**src/rtl/mem_arb_pkg.sv**
```systemverilog
// Shared constants and types for the I/D main-memory arbiter and the cache
// controllers that talk to it.
package mem_arb_pkg;

    localparam int ADDR_W    = 16;  // byte address width
    localparam int DATA_W    = 16;  // memory word width
    localparam int BURST_LEN = 4;   // words per line; power of two, >= 2

    localparam int IDX_W = $clog2(BURST_LEN);  // word index within a line
    localparam int CNT_W = IDX_W + 1;          // counters hold 0..BURST_LEN

    // Byte-offset bits within one line (words are 2 bytes wide).
    localparam logic [ADDR_W-1:0] OFFSET_MASK = ADDR_W'(BURST_LEN * 2 - 1);

    typedef enum logic [1:0] {IDLE, ISSUE, DRAIN, DONE} state_t;
    typedef enum logic {GNT_I, GNT_D} port_t;

    // Line-aligned base of any byte address.
    function automatic logic [ADDR_W-1:0] lineBase(input logic [ADDR_W-1:0] a);
        return a & ~OFFSET_MASK;
    endfunction

endpackage

```
**src/rtl/mem_arbiter_if.sv**
```systemverilog
// Cache-side and memory-side signals of the arbiter. The master modport is
// the arbiter's view; slave is the view of the caches plus memory.
interface mem_arbiter_if;
    import mem_arb_pkg::*;

    logic              i_req;
    logic [ADDR_W-1:0] i_addr;
    logic              i_rvalid;
    logic [DATA_W-1:0] i_rdata;
    logic [IDX_W-1:0]  i_widx;
    logic              i_done;

    logic              d_req;
    logic              d_wr;
    logic [ADDR_W-1:0] d_addr;
    logic [DATA_W-1:0] d_wdata;
    logic [IDX_W-1:0]  d_widx;
    logic              d_rvalid;
    logic [DATA_W-1:0] d_rdata;
    logic              d_done;

    logic              mem_rd;
    logic              mem_wr;
    logic [ADDR_W-1:0] mem_addr;
    logic [DATA_W-1:0] mem_wdata;
    logic              mem_stall;
    logic              mem_rvalid;
    logic [DATA_W-1:0] mem_rdata;

    logic              err;

    modport master (
        input  i_req, i_addr, d_req, d_wr, d_addr, d_wdata,
               mem_stall, mem_rvalid, mem_rdata,
        output i_rvalid, i_rdata, i_widx, i_done,
               d_widx, d_rvalid, d_rdata, d_done,
               mem_rd, mem_wr, mem_addr, mem_wdata, err
    );

    modport slave (
        output i_req, i_addr, d_req, d_wr, d_addr, d_wdata,
               mem_stall, mem_rvalid, mem_rdata,
        input  i_rvalid, i_rdata, i_widx, i_done,
               d_widx, d_rvalid, d_rdata, d_done,
               mem_rd, mem_wr, mem_addr, mem_wdata, err
    );

endinterface

```
**src/rtl/burst_counter.sv**
```systemverilog
// Word counter for one burst: synchronous clear, count enable, and a flag
// marking the final word of the line.
module burst_counter #(
    parameter int W    = 3,
    parameter int LAST = 3
) (
    input  logic         clk,
    input  logic         rst_n,
    input  logic         clr,
    input  logic         en,
    output logic [W-1:0] cnt,
    output logic         last
);

    // Clear wins over enable so a new burst always starts from word 0.
    always_ff @(posedge clk or negedge rst_n) begin
        if (!rst_n)   cnt <= '0;
        else if (clr) cnt <= '0;
        else if (en)  cnt <= cnt + W'(1);
    end

    assign last = (cnt == W'(LAST));

endmodule

```
**src/rtl/mem_arbiter.sv**
```systemverilog
// Shares the single-ported main memory between the I-cache and D-cache miss
// controllers, one whole-line burst per grant.
module mem_arbiter
    import mem_arb_pkg::*;
(
    input  logic          clk,
    input  logic          rst_n,
    mem_arbiter_if.master bus
);

    state_t            state, nxt;
    port_t             grant, lastGrant, pick;
    logic              wrLat;
    logic [ADDR_W-1:0] base;

    logic [CNT_W-1:0]  issueCnt, respCnt;
    logic              issueLast, respLast;
    logic              issueEn, respOk, cntClr;

    // A return is only wanted while a read burst still has words outstanding.
    assign respOk  = bus.mem_rvalid && !wrLat && !respCnt[IDX_W] &&
                     (state == ISSUE || state == DRAIN);
    assign issueEn = (state == ISSUE) && !bus.mem_stall;
    assign cntClr  = (state == IDLE) || (state == DONE);

    burst_counter #(.W(CNT_W), .LAST(BURST_LEN - 1)) uIssueCnt (
        .clk(clk), .rst_n(rst_n), .clr(cntClr), .en(issueEn),
        .cnt(issueCnt), .last(issueLast)
    );

    burst_counter #(.W(CNT_W), .LAST(BURST_LEN - 1)) uRespCnt (
        .clk(clk), .rst_n(rst_n), .clr(cntClr), .en(respOk),
        .cnt(respCnt), .last(respLast)
    );

    // Arbitration: a lone request wins; on a tie the port not served last wins.
    always_comb begin
        pick = GNT_I;
        if (bus.i_req && bus.d_req) pick = (lastGrant == GNT_I) ? GNT_D : GNT_I;
        else if (bus.d_req)         pick = GNT_D;
    end

    // State register.
    always_ff @(posedge clk or negedge rst_n) begin
        if (!rst_n) state <= IDLE;
        else        state <= nxt;
    end

    // Next-state: a read that takes its last return while issuing skips DRAIN.
    always_comb begin
        nxt = state;
        case (state)
            IDLE:  if (bus.i_req || bus.d_req) nxt = ISSUE;
            ISSUE: if (issueEn && issueLast)
                       nxt = (wrLat || (respOk && respLast)) ? DONE : DRAIN;
            DRAIN: if (respOk && respLast) nxt = DONE;
            DONE:  nxt = IDLE;
            default: nxt = IDLE;
        endcase
    end

    // Grant, direction and line base are frozen for the whole burst.
    always_ff @(posedge clk or negedge rst_n) begin
        if (!rst_n) begin
            grant     <= GNT_I;
            lastGrant <= GNT_I;
            wrLat     <= 1'b0;
            base      <= '0;
        end else if (state == IDLE && (bus.i_req || bus.d_req)) begin
            grant <= pick;
            wrLat <= (pick == GNT_D) && bus.d_wr;
            base  <= lineBase((pick == GNT_D) ? bus.d_addr : bus.i_addr);
        end else if (state == DONE) begin
            lastGrant <= grant;
        end
    end

    // Memory request side; a stalled word stays on the bus unchanged.
    always_comb begin
        bus.mem_rd    = 1'b0;
        bus.mem_wr    = 1'b0;
        bus.mem_addr  = '0;
        bus.mem_wdata = '0;
        if (state == ISSUE) begin
            bus.mem_rd   = !wrLat;
            bus.mem_wr   = wrLat;
            bus.mem_addr = base + ADDR_W'({issueCnt, 1'b0});
            if (wrLat) bus.mem_wdata = bus.d_wdata;
        end
    end

    // Response steering to the granted cache; unwanted returns flag err.
    always_comb begin
        bus.i_rvalid = respOk && (grant == GNT_I);
        bus.d_rvalid = respOk && (grant == GNT_D);
        bus.i_rdata  = bus.i_rvalid ? bus.mem_rdata : '0;
        bus.d_rdata  = bus.d_rvalid ? bus.mem_rdata : '0;
        bus.i_widx   = respCnt[IDX_W-1:0];
        bus.d_widx   = wrLat ? issueCnt[IDX_W-1:0] : respCnt[IDX_W-1:0];
        bus.i_done   = (state == DONE) && (grant == GNT_I);
        bus.d_done   = (state == DONE) && (grant == GNT_D);
        bus.err      = rst_n && bus.mem_rvalid && !respOk;
    end

endmodule

```
**src/flat_wrapper.sv**
```systemverilog
// flat-port wrapper written by rule: the top's interface ports become plain ports
module mem_arbiter_flat import mem_arb_pkg::*;
  (clk, rst_n, bus_i_req, bus_i_addr, bus_d_req, bus_d_wr, bus_d_addr, bus_d_wdata, bus_mem_stall, bus_mem_rvalid, bus_mem_rdata, bus_i_rvalid, bus_i_rdata, bus_i_widx, bus_i_done, bus_d_widx, bus_d_rvalid, bus_d_rdata, bus_d_done, bus_mem_rd, bus_mem_wr, bus_mem_addr, bus_mem_wdata, bus_err);
  mem_arbiter_if bus_i ();
  input  logic clk;
  input  logic rst_n;
  input wire logic [$bits(bus_i.i_req)-1:0] bus_i_req;
  input wire logic [$bits(bus_i.i_addr)-1:0] bus_i_addr;
  input wire logic [$bits(bus_i.d_req)-1:0] bus_d_req;
  input wire logic [$bits(bus_i.d_wr)-1:0] bus_d_wr;
  input wire logic [$bits(bus_i.d_addr)-1:0] bus_d_addr;
  input wire logic [$bits(bus_i.d_wdata)-1:0] bus_d_wdata;
  input wire logic [$bits(bus_i.mem_stall)-1:0] bus_mem_stall;
  input wire logic [$bits(bus_i.mem_rvalid)-1:0] bus_mem_rvalid;
  input wire logic [$bits(bus_i.mem_rdata)-1:0] bus_mem_rdata;
  output wire logic [$bits(bus_i.i_rvalid)-1:0] bus_i_rvalid;
  output wire logic [$bits(bus_i.i_rdata)-1:0] bus_i_rdata;
  output wire logic [$bits(bus_i.i_widx)-1:0] bus_i_widx;
  output wire logic [$bits(bus_i.i_done)-1:0] bus_i_done;
  output wire logic [$bits(bus_i.d_widx)-1:0] bus_d_widx;
  output wire logic [$bits(bus_i.d_rvalid)-1:0] bus_d_rvalid;
  output wire logic [$bits(bus_i.d_rdata)-1:0] bus_d_rdata;
  output wire logic [$bits(bus_i.d_done)-1:0] bus_d_done;
  output wire logic [$bits(bus_i.mem_rd)-1:0] bus_mem_rd;
  output wire logic [$bits(bus_i.mem_wr)-1:0] bus_mem_wr;
  output wire logic [$bits(bus_i.mem_addr)-1:0] bus_mem_addr;
  output wire logic [$bits(bus_i.mem_wdata)-1:0] bus_mem_wdata;
  output wire logic [$bits(bus_i.err)-1:0] bus_err;
  assign bus_i.i_req = bus_i_req;
  assign bus_i.i_addr = bus_i_addr;
  assign bus_i.d_req = bus_d_req;
  assign bus_i.d_wr = bus_d_wr;
  assign bus_i.d_addr = bus_d_addr;
  assign bus_i.d_wdata = bus_d_wdata;
  assign bus_i.mem_stall = bus_mem_stall;
  assign bus_i.mem_rvalid = bus_mem_rvalid;
  assign bus_i.mem_rdata = bus_mem_rdata;
  assign bus_i_rvalid = bus_i.i_rvalid;
  assign bus_i_rdata = bus_i.i_rdata;
  assign bus_i_widx = bus_i.i_widx;
  assign bus_i_done = bus_i.i_done;
  assign bus_d_widx = bus_i.d_widx;
  assign bus_d_rvalid = bus_i.d_rvalid;
  assign bus_d_rdata = bus_i.d_rdata;
  assign bus_d_done = bus_i.d_done;
  assign bus_mem_rd = bus_i.mem_rd;
  assign bus_mem_wr = bus_i.mem_wr;
  assign bus_mem_addr = bus_i.mem_addr;
  assign bus_mem_wdata = bus_i.mem_wdata;
  assign bus_err = bus_i.err;
  mem_arbiter u_core (.clk(clk), .rst_n(rst_n), .bus(bus_i));
endmodule
```
**config.mk**
```make
export PLATFORM = sky130hd
export DESIGN_NAME = mem_arbiter_flat
export DESIGN_NICKNAME = d
export VERILOG_FILES = /design/src/rtl/mem_arb_pkg.sv /design/src/rtl/mem_arbiter_if.sv /design/src/rtl/burst_counter.sv /design/src/rtl/mem_arbiter.sv /design/src/flat_wrapper.sv
export SDC_FILE = /design/constraint.sdc
export NUM_CORES = 1
export LEC_CHECK = 0
export ABC_CLOCK_PERIOD_IN_PS = 2400
export CAP_MARGIN = 15
export CORE_UTILIZATION = 32
export DETAILED_ROUTE_END_ITERATION = 7
export PLACE_DENSITY = 0.78
export SYNTH_ARGS = -nofsm -noshare
export SYNTH_HDL_FRONTEND = slang
export SYNTH_SLANG_ARGS = --single-unit
export TNS_END_PERCENT = 20
```
**constraint.sdc**
```tcl
create_clock -name clk -period 2.4 [get_ports clk]
set_clock_uncertainty 0.05 [all_clocks]
set_input_delay 0.72 -clock clk [delete_from_list [all_inputs] [get_ports clk]]
set_output_delay 0.72 -clock clk [all_outputs]
set_load 0.005 [all_outputs]
```
; Yosys cells after proc, flatten, opt, wreduce, memory -nomap -nowiden
; Index checks and enable logic that the tools add are counted.
[totals]
register_bits = 24
out_inout_bits = 75
[op_classes]
n_addsub = 3
n_eq_ne = 8
n_mux = 21
bitwise = 2
n_reduce_logical = 28
[ops]
columns = operator, count
row1 = 16-bit 2-to-1 mux, 6
row2 = 16-bit by 4-bit adder with 16-bit output, 1
row3 = 1-bit logical AND, 15
row4 = 3-bit 2-to-1 mux, 4
row5 = 2-bit 2-to-1 mux, 4
row6 = 2-bit one-hot mux with 4 select lines, 1
row7 = 3-bit by 1-bit adder with 3-bit output (second input constant), 2
row8 = 3-bit by 2-bit == test with 1-bit output (second input constant), 2
row9 = 1-bit 2-to-1 mux, 6
row10 = 2-bit inequality test (second input constant), 3
row11 = 2-bit == test (second input constant), 2
row12 = 1-bit logical NOT, 4
row13 = 1-bit logical OR, 4
row14 = 2-bit nonzero test, 2
row15 = 3-bit AND reduction, 1
row16 = 2-bit by 1-bit == test with 1-bit output (second input constant), 1
row17 = 2-bit logical NOT, 1
row18 = 1-bit inverter, 2
row19 = 2-bit AND reduction, 1

; Logic depth before layout (Yosys ltp)
; Gate-level depths: netlist of run 1.
[depth]
word_depth = 9
depth_mapped = 8

; By module
; Synthesis of run 1 repeated with hierarchy kept, for this count alone.
[unflattened]
hier_cells = 230
area_unflattened_um2 = 2001.9
[modules_own_cells]
columns = module, instances, cells_per_inst, area_per_inst_um2, seq_area_each_um2
row1 = mem_arbiter, 1, 206, 1719.1, 450.4
row2 = burst_counter, 2, 12, 141.4, 75.1

; Least setup slack after synthesis of run 1
; No wires, ideal clock.
[synth_path]
path_type = register to output
from = reg u_core.state[0]
to = out bus_d_rdata[10]
t_arrival_ns = 1.609
path_slack_ns = 0.021
stages_incl_launch_ff = 9
cell_sequence = dfrtp_1 -> inv_1 -> ha_1 -> buf_2 -> nand4bb_1 -> buf_2 -> nor2_2 -> buf_4 -> and2_1
[synth_between]
elab_chain_len = 5
elab_cells_between_ends = 6
classes_between = eq/ne (2) / mux (1) / reduce/logical (3)
[synth_rtl]
columns = element, line_no
row1 = start: declaration, mem_arbiter.sv:11  ; state_t state, nxt;
row2 = start signal: assignment, mem_arbiter.sv:46  ; else state <= nxt;
row3 = 2-bit by 1-bit == test with 1-bit output or 2-bit == test (tied branches), mem_arbiter.sv:22  ; (state == ISSUE || state == DRAIN);
row4 = 1-bit logical OR (*), mem_arbiter.sv:22
row5 = 1-bit logical AND (*), mem_arbiter.sv:21  ; assign respOk = bus.mem_rvalid && !wrLat && !respCnt[IDX_W] &&
row6 = 1-bit logical AND (*), mem_arbiter.sv:95  ; bus.d_rvalid = respOk && (grant == GNT_D);
row7 = via bus_d_rvalid, flat_wrapper.sv:21  ; output wire logic [$bits(bus_i.d_rvalid)-1:0] bus_d_rvalid;
row8 = 16-bit 2-to-1 mux (*), mem_arbiter.sv:97  ; bus.d_rdata = bus.d_rvalid ? bus.mem_rdata : '0;
row9 = end: declaration, flat_wrapper.sv:22  ; output wire logic [$bits(bus_i.d_rdata)-1:0] bus_d_rdata;
; The timed path passes the listed nets; every way through them passes the cells marked *.

; Worst setup path after layout of run 1
[layout_path]
from = reg u_core.state[0]
to = out bus_d_rdata[3]
[layout_between]
elab_chain_len = 5
elab_cells_between_ends = 6
classes_between = eq/ne (2) / mux (1) / reduce/logical (3)
[layout_rtl]
columns = element, line_no
row1 = 2-bit by 1-bit == test with 1-bit output or 2-bit == test (tied branches), mem_arbiter.sv:22
row2 = 1-bit logical OR (*), mem_arbiter.sv:22
row3 = 1-bit logical AND (*), mem_arbiter.sv:21
row4 = 1-bit logical AND (*), mem_arbiter.sv:95
row5 = 16-bit 2-to-1 mux (*), mem_arbiter.sv:97
; Every way passes the cells marked *; elsewhere a longest branch is shown, timed or not.

==> flow_summary.rst, run 1 <==
.. list-table::
   :header-rows: 1

   * - Metric
     - Value
   * - Category of the critical setup timing path
     - flop to output pin
   * - Wire length after detailed routing
     - a little over 7000 µm
   * - Number of pins exceeding their max-slew limit in the final report
     - 0
   * - Final critical-path setup slack
     - -0.213 ns
   * - Violations in the final reports
     - setup timing
   * - Part of the cycle the worst path needs
     - 1.09
   * - Fillers
     - 490
   * - Clock power share
     - 0.079
   * - PwrDens
     - just over 900 nW/µm²
   * - Outcome
     - finished, violations left
   * - Unrepaired setup endpoints after global routing
     - yes
   * - Number of enable-type register cells in the synthesized netlist
     - 0
   * - CTS HTree Levels
     - 1
   * - Quantity of I/O buffers inserted on ports
     - 138
   * - Fin Hold WS
     - around 0.47 ns
   * - Crit-path max cell delay
     - roughly 0.38 ns
   * - Post-synthesis cell type with the largest combined area
     - sky130_fd_sc_hd__dfrtp_1
   * - Leakage power summed over all cells
     - slightly below 2 nW
   * - Max-capacitance violation count
     - 0
   * - Library cells used by synthesis
     - 44
   * - Number of standard cells after synthesis
     - between 200 and 250
   * - Design area
     - 3890 µm²
   * - Proportion of synthesized flip-flops having asynchronous set or reset
     - 1.00
   * - Post-CTS clock slew at the launch and capture registers of the worst setup and hold paths
     - ~0.090 ns
   * - Design internal power
     - around 2.2 mW
   * - Average detailed-routed wire length per instance
     - between 15 and 20 µm
   * - Setup slack at placement
     - -0.835 ns
   * - Number of global-route vias before repair
     - about 2300
   * - Highest net fanout along the worst path
     - 7
   * - Fraction of layout instances using a drive strength above 1
     - 0.406
   * - Worst-case vdd ir drop
     - 0.430 mV
   * - Power share of the combinational group
     - 0.704
   * - Most frequent cell on the critical path
     - sky130_fd_sc_hd__buf_6
   * - Fraction of the yosys area taken by sequential cells
     - 0.296
   * - Net switching power
     - about 1.4 mW
   * - Data required, critical path
     - ~1.6 ns
   * - Post-layout min period
     - about 2.6 ns
   * - Vias per Instance
     - 4.90
   * - Most area-consuming cells after synthesis
     - sky130_fd_sc_hd__dfrtp_1, sky130_fd_sc_hd__and2_1, sky130_fd_sc_hd__ha_1
   * - Area of the core
     - 6030 µm²
   * - Share of the synthesized area in the top cell type
     - 0.296
   * - Die width
     - around 82 µm
   * - Crit-path cells
     - inv_2, ha_4, nand4bb_4, buf_6, nor2_4, buf_6, buf_6, and2_4, buf_6
   * - Type of destination of the critical path
     - output pin
   * - Slowest-stage cell, CP
     - sky130_fd_sc_hd__dfrtp_1
   * - Global-route wire length before repair
     - around 11000 µm
   * - Post-route DRC violation count
     - 0
   * - Skew-Pair Late Insertion Delay
     - approximately 0.27 ns
   * - Die area
     - 6660 µm²
   * - Data arrival time at the worst-slack endpoint
     - ~1.8 ns
   * - Post-DP HPWL
     - 4970 µm
   * - Synth-to-layout area growth
     - 91.9%
   * - Number of nets with antenna violations after detailed routing
     - 0
   * - Top_reg_cell synth
     - sky130_fd_sc_hd__dfrtp_1
   * - Height of the die
     - between 80 and 90 µm
   * - Largest net degree at the start of global routing
     - 25
   * - Net count of the mapped netlist
     - 313
   * - Clock Sink Count
     - 24
   * - Initial core utilization
     - 0.336
   * - Buffer levels on the longest clock path
     - 2
   * - Worst min-delay path category
     - flop to flop
   * - Number of core rows
     - 28
   * - First drt pass iteration count
     - 6
   * - Most instantiated cells after synthesis
     - sky130_fd_sc_hd__and2_1, sky130_fd_sc_hd__dfrtp_1, sky130_fd_sc_hd__nand2_1
   * - Fmax
     - ~0.38 GHz
   * - Root buf cell
     - sky130_fd_sc_hd__clkbuf_8
   * - Number of buffer and inverter instances along the worst setup path
     - 5
   * - Detailed Route Iter0 Violations
     - 114
   * - Switching part of the total
     - 0.398
   * - Most frequent cell after synthesis
     - sky130_fd_sc_hd__and2_1
   * - Final Hold Fails
     - 0
   * - Top Ports
     - ~150
   * - GR Util All Layers
     - 0.207
   * - Type of origin of the critical path
     - flop
   * - Overall overflow remaining after global route
     - 0
   * - Finish-stage setup viols
     - 44
   * - Antenna diode count
     - 0
   * - Initial antenna violation count
     - 0
   * - Part of the total power dissipated in sequential elements
     - 0.216
   * - Average instance area after synthesis
     - 8.81 µm²
   * - Total CTS buffers
     - 3
   * - Synth warnings
     - 0
   * - # nets final
     - roughly 480
   * - Post-synth design cell area
     - just over 2000 µm²
   * - Number of register bits inferred by synthesis
     - 24
   * - Vias
     - between 2000 and 2500
   * - Top delay family on crit path
     - buffers and inverters
   * - Instance area after placement
     - 3640 µm²
   * - Final estimated routing congestion in global placement
     - between 0.7 and 0.8
   * - Clock tree from TritonCTS
     - done
per-layer routing:
| metal | track usage | share of wire |
|---|---|---|
| met1 | 0.235 | 0.39 |
| met2 | 0.394 | 0.52 |
| met3 | 0.0300 | 0.072 |
| met5 | 0 | 0 |
| met4 | 0.0614 | 0.022 |
path summary, 6_finish.rpt:
| path | startpoint | endpoint | slack, ns | cells past startpoint |
|---|---|---|---|---|
| max | u_core.state[0] | bus_d_rdata[3] | -0.21 | 9 |
| min | u_core.base[12] | u_core.base[12] | 0.47 | 2 |
| max reg2reg | u_core.state[1] | u_core.state[1] | 0.57 | 8 |
| min reg2reg | u_core.base[12] | u_core.base[12] | 0.47 | 2 |
| max in group asynchronous | rst_n | u_core.state[1] | 1.23 | 2 |
| min in group asynchronous | rst_n | u_core.base[8] | 0.83 | 2 |
cell usage in the layout, fill, tap and decap left out, drive strengths merged, types with 5 or more instances in the layout:
master / instances
inv: 8
nand2: 19
buf: 84
dlygate4sd2: 5
and2: 48
clkdlybuf4s50: 65
nand3: 7
xor2: 7
mux2i: 14
clkbuf: 28
ha: 12
o21ai: 20
and3: 17
dfrtp: 24
cells by family (layout without fill, tap and decap cells):
logic type | count (synthesis) | count (layout) | share of synthesized area
compound gates | 33 | 33 | 0.109
xor+xnor | 10 | 10 | 0.0432
fa+ha+maj | 12 | 12 | 0.0741
buf+inv | 23 | 192 | 0.0549
flops | 24 | 24 | 0.296
mux | 17 | 17 | 0.0858
other cells | 1 | 1 | 0.00185
simple gates | 110 | 110 | 0.335
registers in the layout, indices dropped and copies added (netlist names):
name / cells
u_core.lastGrant: 1
u_core.grant: 1
u_core.wrLat: 1
u_core.uRespCnt.cnt: 3
u_core.base: 13
u_core.state: 2
u_core.uIssueCnt.cnt: 3
repair_timing:
action,in CTS,in global routing
pin swaps,47,18
hold buffers,0,0
gates cloned,4,0
endpoints found under the setup margin,70,68
resized for setup,283,51
setup buffers,8,7
tightest hold or removal path: cells and delay by family (launching register included):
family             cells  cell delay, ns
AOI/OAI and AO/OA      1            0.06
DFF                    1            0.38
and+or+nand+nor        1            0.05
per-stage QoR:
step / cells / power [mW] / util / TNS [ns]
detailed placement: 453 / 2.90 / 0.604 / -32.44
floorplan: 230 / 1.75 / - / 0
CTS: 469 / 3.52 / 0.646 / -5.27
global route: 474 / 3.85 / 0.646 / -7.89
global placement: 453 / 2.85 / 0.604 / -30.44
finish: 474 / 3.59 / 0.646 / -4.68
layout make-up:
class	count	area [µm²]	area share
repair buffers	180	1620	0.417
inverters	8	30.0	0.00772
flip-flops and latches	24	601	0.154
well taps	75	93.8	0.0241
multi-input cells	183	1490	0.383
clock buffers	4	55.1	0.0142
power by group through the flow:
stage / registers (mW) / logic (mW) / clock network [mW]
2_1_floorplan: 0.756 / 0.997 / 0
3_3_place_gp: 0.741 / 2.11 / 0
3_5_place_dp: 0.751 / 2.15 / 0
4_1_cts: 0.760 / 2.47 / 0.290
5_1_grt: 0.794 / 2.75 / 0.311
6_report: 0.776 / 2.53 / 0.285
Power figures use the tool's default switching activity.
==> inputs of run 2 (changes only) <==
--- a/config.mk
+++ b/config.mk
@@ -10,6 +10,7 @@
 export CORE_UTILIZATION = 32
 export DETAILED_ROUTE_END_ITERATION = 7
 export PLACE_DENSITY = 0.78
+export SETUP_SLACK_MARGIN = 0.5
 export SYNTH_ARGS = -nofsm -noshare
 export SYNTH_HDL_FRONTEND = slang
 export SYNTH_SLANG_ARGS = --single-unit
==> run 2 against run 1 <==
Against the previous run:
- the run still ends with setup timing left
- total power grew 7.4%
- core utilization increased by 2.0 points
- wire length up 2.5%
- largest power group unchanged
==> flow_summary.rst, run 2 (synthesis gave the netlist of run 1 again) <==
.. list-table::
   :header-rows: 1

   * - Metric
     - Value
   * - Reg2reg start
     - u_core.state[1]
   * - Top Ports
     - around 150
   * - Worst min-delay path category
     - flop to flop
   * - Type of origin of the critical path
     - flop
   * - Leakage power summed over all cells
     - between 2 and 2.5 nW
   * - CTS HTree Levels
     - 1
   * - Final estimated routing congestion in global placement
     - 0.782
   * - Die area
     - 6660 µm²
   * - Type of destination of the critical path
     - output pin
   * - Data required, critical path
     - around 1.6 ns
   * - Fraction of layout instances using a drive strength above 1
     - 0.424
   * - Average detailed-routed wire length per instance
     - 15.7 µm
   * - Clock Sink Count
     - 24
   * - Buffer levels on the longest clock path
     - 2
   * - Die width
     - slightly above 80 µm
   * - PwrDens
     - 961 nW/µm²
   * - Total CTS buffers
     - 3
   * - Data arrival time at the worst-slack endpoint
     - about 1.9 ns
   * - Post-layout min period
     - about 2.6 ns
   * - Crit-path max cell delay
     - 0.38 ns
   * - Largest net degree at the start of global routing
     - 29
   * - First drt pass iteration count
     - 6
   * - R2R depth
     - 9
   * - Commonest non-fill, non-tap cells in the layout
     - sky130_fd_sc_hd__clkdlybuf4s50_1, sky130_fd_sc_hd__buf_6, sky130_fd_sc_hd__buf_2
   * - Vias
     - ~2300
   * - Initial antenna violation count
     - 0
   * - Slowest-stage cell, CP
     - sky130_fd_sc_hd__dfrtp_1
   * - Finish-stage setup viols
     - 53
   * - Total of hold buffers inserted after clock tree synthesis
     - 0
   * - Detailed Route Iter0 Violations
     - 128
   * - Number of global-route vias before repair
     - 2132
   * - Startpoint of the most critical hold path
     - u_core.base[12]
   * - Highest net fanout along the worst path
     - 8
   * - Register ranked first by flip-flop count
     - u_core.base
   * - Worst-case register-to-register setup slack
     - 0.43 ns
   * - Post-DP HPWL
     - ~5000 µm
   * - Fin util
     - 0.666
   * - Post-route DRC violation count
     - 0
   * - Post-CTS clock slew at the launch and capture registers of the worst setup and hold paths
     - around 0.090 ns
   * - Part of the cycle the worst path needs
     - 1.10
   * - Fmax
     - ~0.38 GHz
   * - Height of the die
     - around 80 µm
   * - Skew-Pair Late Insertion Delay
     - about 0.27 ns
   * - GR Util All Layers
     - 0.198
   * - # nets final
     - roughly 490
   * - Total power of the final layout
     - 3.86 mW
   * - Root buf cell
     - sky130_fd_sc_hd__clkbuf_8
   * - Initial core utilization
     - 0.336
   * - Number of nets with antenna violations after detailed routing
     - 0
   * - Outcome
     - finished, violations left
   * - Crit-path cells
     - inv_2, ha_4, nand4bb_4, nor2_4, buf_6, buf_12, buf_6, and2_4, buf_6
   * - Antenna diode count
     - 0
   * - Category of the critical setup timing path
     - flop to output pin
   * - Endpoint of the lowest-slack register-to-register path
     - u_core.state[0]
   * - Flip-flop count of the largest register, all copies and words added
     - 13
   * - Unrepaired setup endpoints after global routing
     - yes
   * - Number of pins exceeding their max-slew limit in the final report
     - 0
   * - Most common cell after layout, fill and taps aside
     - sky130_fd_sc_hd__clkdlybuf4s50_1
   * - Violations in the final reports
     - setup timing
   * - Number of core rows
     - 28
   * - Wire length after detailed routing
     - 7460 µm
   * - Global-route wire length before repair
     - 10100 µm
   * - Most frequent cell on the critical path
     - sky130_fd_sc_hd__buf_6
   * - Final critical-path setup slack
     - -0.237 ns
   * - Destination of the worst hold path
     - u_core.base[12]
   * - Vias per Instance
     - 4.86
   * - Max-capacitance violation count
     - 0
   * - Synth-to-layout area growth
     - 98.0%
   * - Quantity of I/O buffers inserted on ports
     - 138
   * - Final Hold Fails
     - 0
   * - Worst hold path depth
     - 2
   * - Overall overflow remaining after global route
     - 0
   * - Area of the core
     - 6030 µm²
   * - Worst-case vdd ir drop
     - between 0.4 and 0.5 mV
   * - Largest regs
     - u_core.base x13, u_core.uIssueCnt.cnt x3, u_core.uRespCnt.cnt x3
   * - Clock tree from TritonCTS
     - done
run 2: what timing repair did:
item	4_1_cts	5_1_grt
cloned	2	1
gates resized for setup	286	82
pin swaps	38	21
buffers inserted	9	12
endpoints found under the setup margin	76	75
run 2: per-stage QoR:
step,instances,setup TNS (ns),hold WS [ns],area (µm²),setup WS (ns)
6_report,476,-6.14,0.454,4010,-0.237
5_1_grt,476,-9.79,0.501,4010,-0.313
4_1_cts,463,-5.40,0.451,3810,-0.232
3_5_place_dp,448,-32.88,0.430,3630,-0.862
3_3_place_gp,448,-31.26,0.423,3630,-0.804
2_1_floorplan,230,0,0.374,2070,0.136
run 2: where the power goes:
group / switching (mW) / leakage [nW] / total, mW / internal [mW]
combinational: 1.13 / 1.67 / 2.71 / 1.57
clock: 0.142 / 0.0357 / 0.366 / 0.223
sequential: 0.202 / 0.303 / 0.784 / 0.582
run 2: worst max-delay path by stage:
stage	start	end	slack, ns	depth (start not counted)
after floorplan	u_core.state[1]	bus_d_rdata[10]	0.14	8
after CTS	u_core.base[3]	bus_mem_addr[11]	-0.23	8
after global placement	bus_mem_rvalid	bus_d_rdata[1]	-0.80	5
after global routing	u_core.state[0]	bus_d_rdata[4]	-0.31	9
final	u_core.state[1]	bus_d_rdata[4]	-0.24	9
after detailed placement	bus_mem_rvalid	bus_d_rdata[1]	-0.86	5
run 2: worst max-delay path, delay by kind of cell (launching register included):
kind | cells | cell delay (ns)
buf+inv | 5 | 0.44
simple gates | 3 | 0.46
flops | 1 | 0.38
fa+ha+maj | 1 | 0.30
run 2: layout make-up:
type	count	area, µm²
Clock buffer	3	41.3
Fill cell	464	2010
Inverter	8	30.0
Tap cell	75	93.8
Clock inverter	1	30.0
Multi-Input combinational cell	183	1510
Timing Repair Buffer	182	1710
Sequential cell	24	601
run 2: per-layer routing:
layer	wire length, µm	track usage	vias to the layer above
li1	-	-	1135
met5	0	0	-
met1	2960	0.242	1095
met2	4030	0.373	79
met4	51	0.0439	0
met3	415	0.0167	4
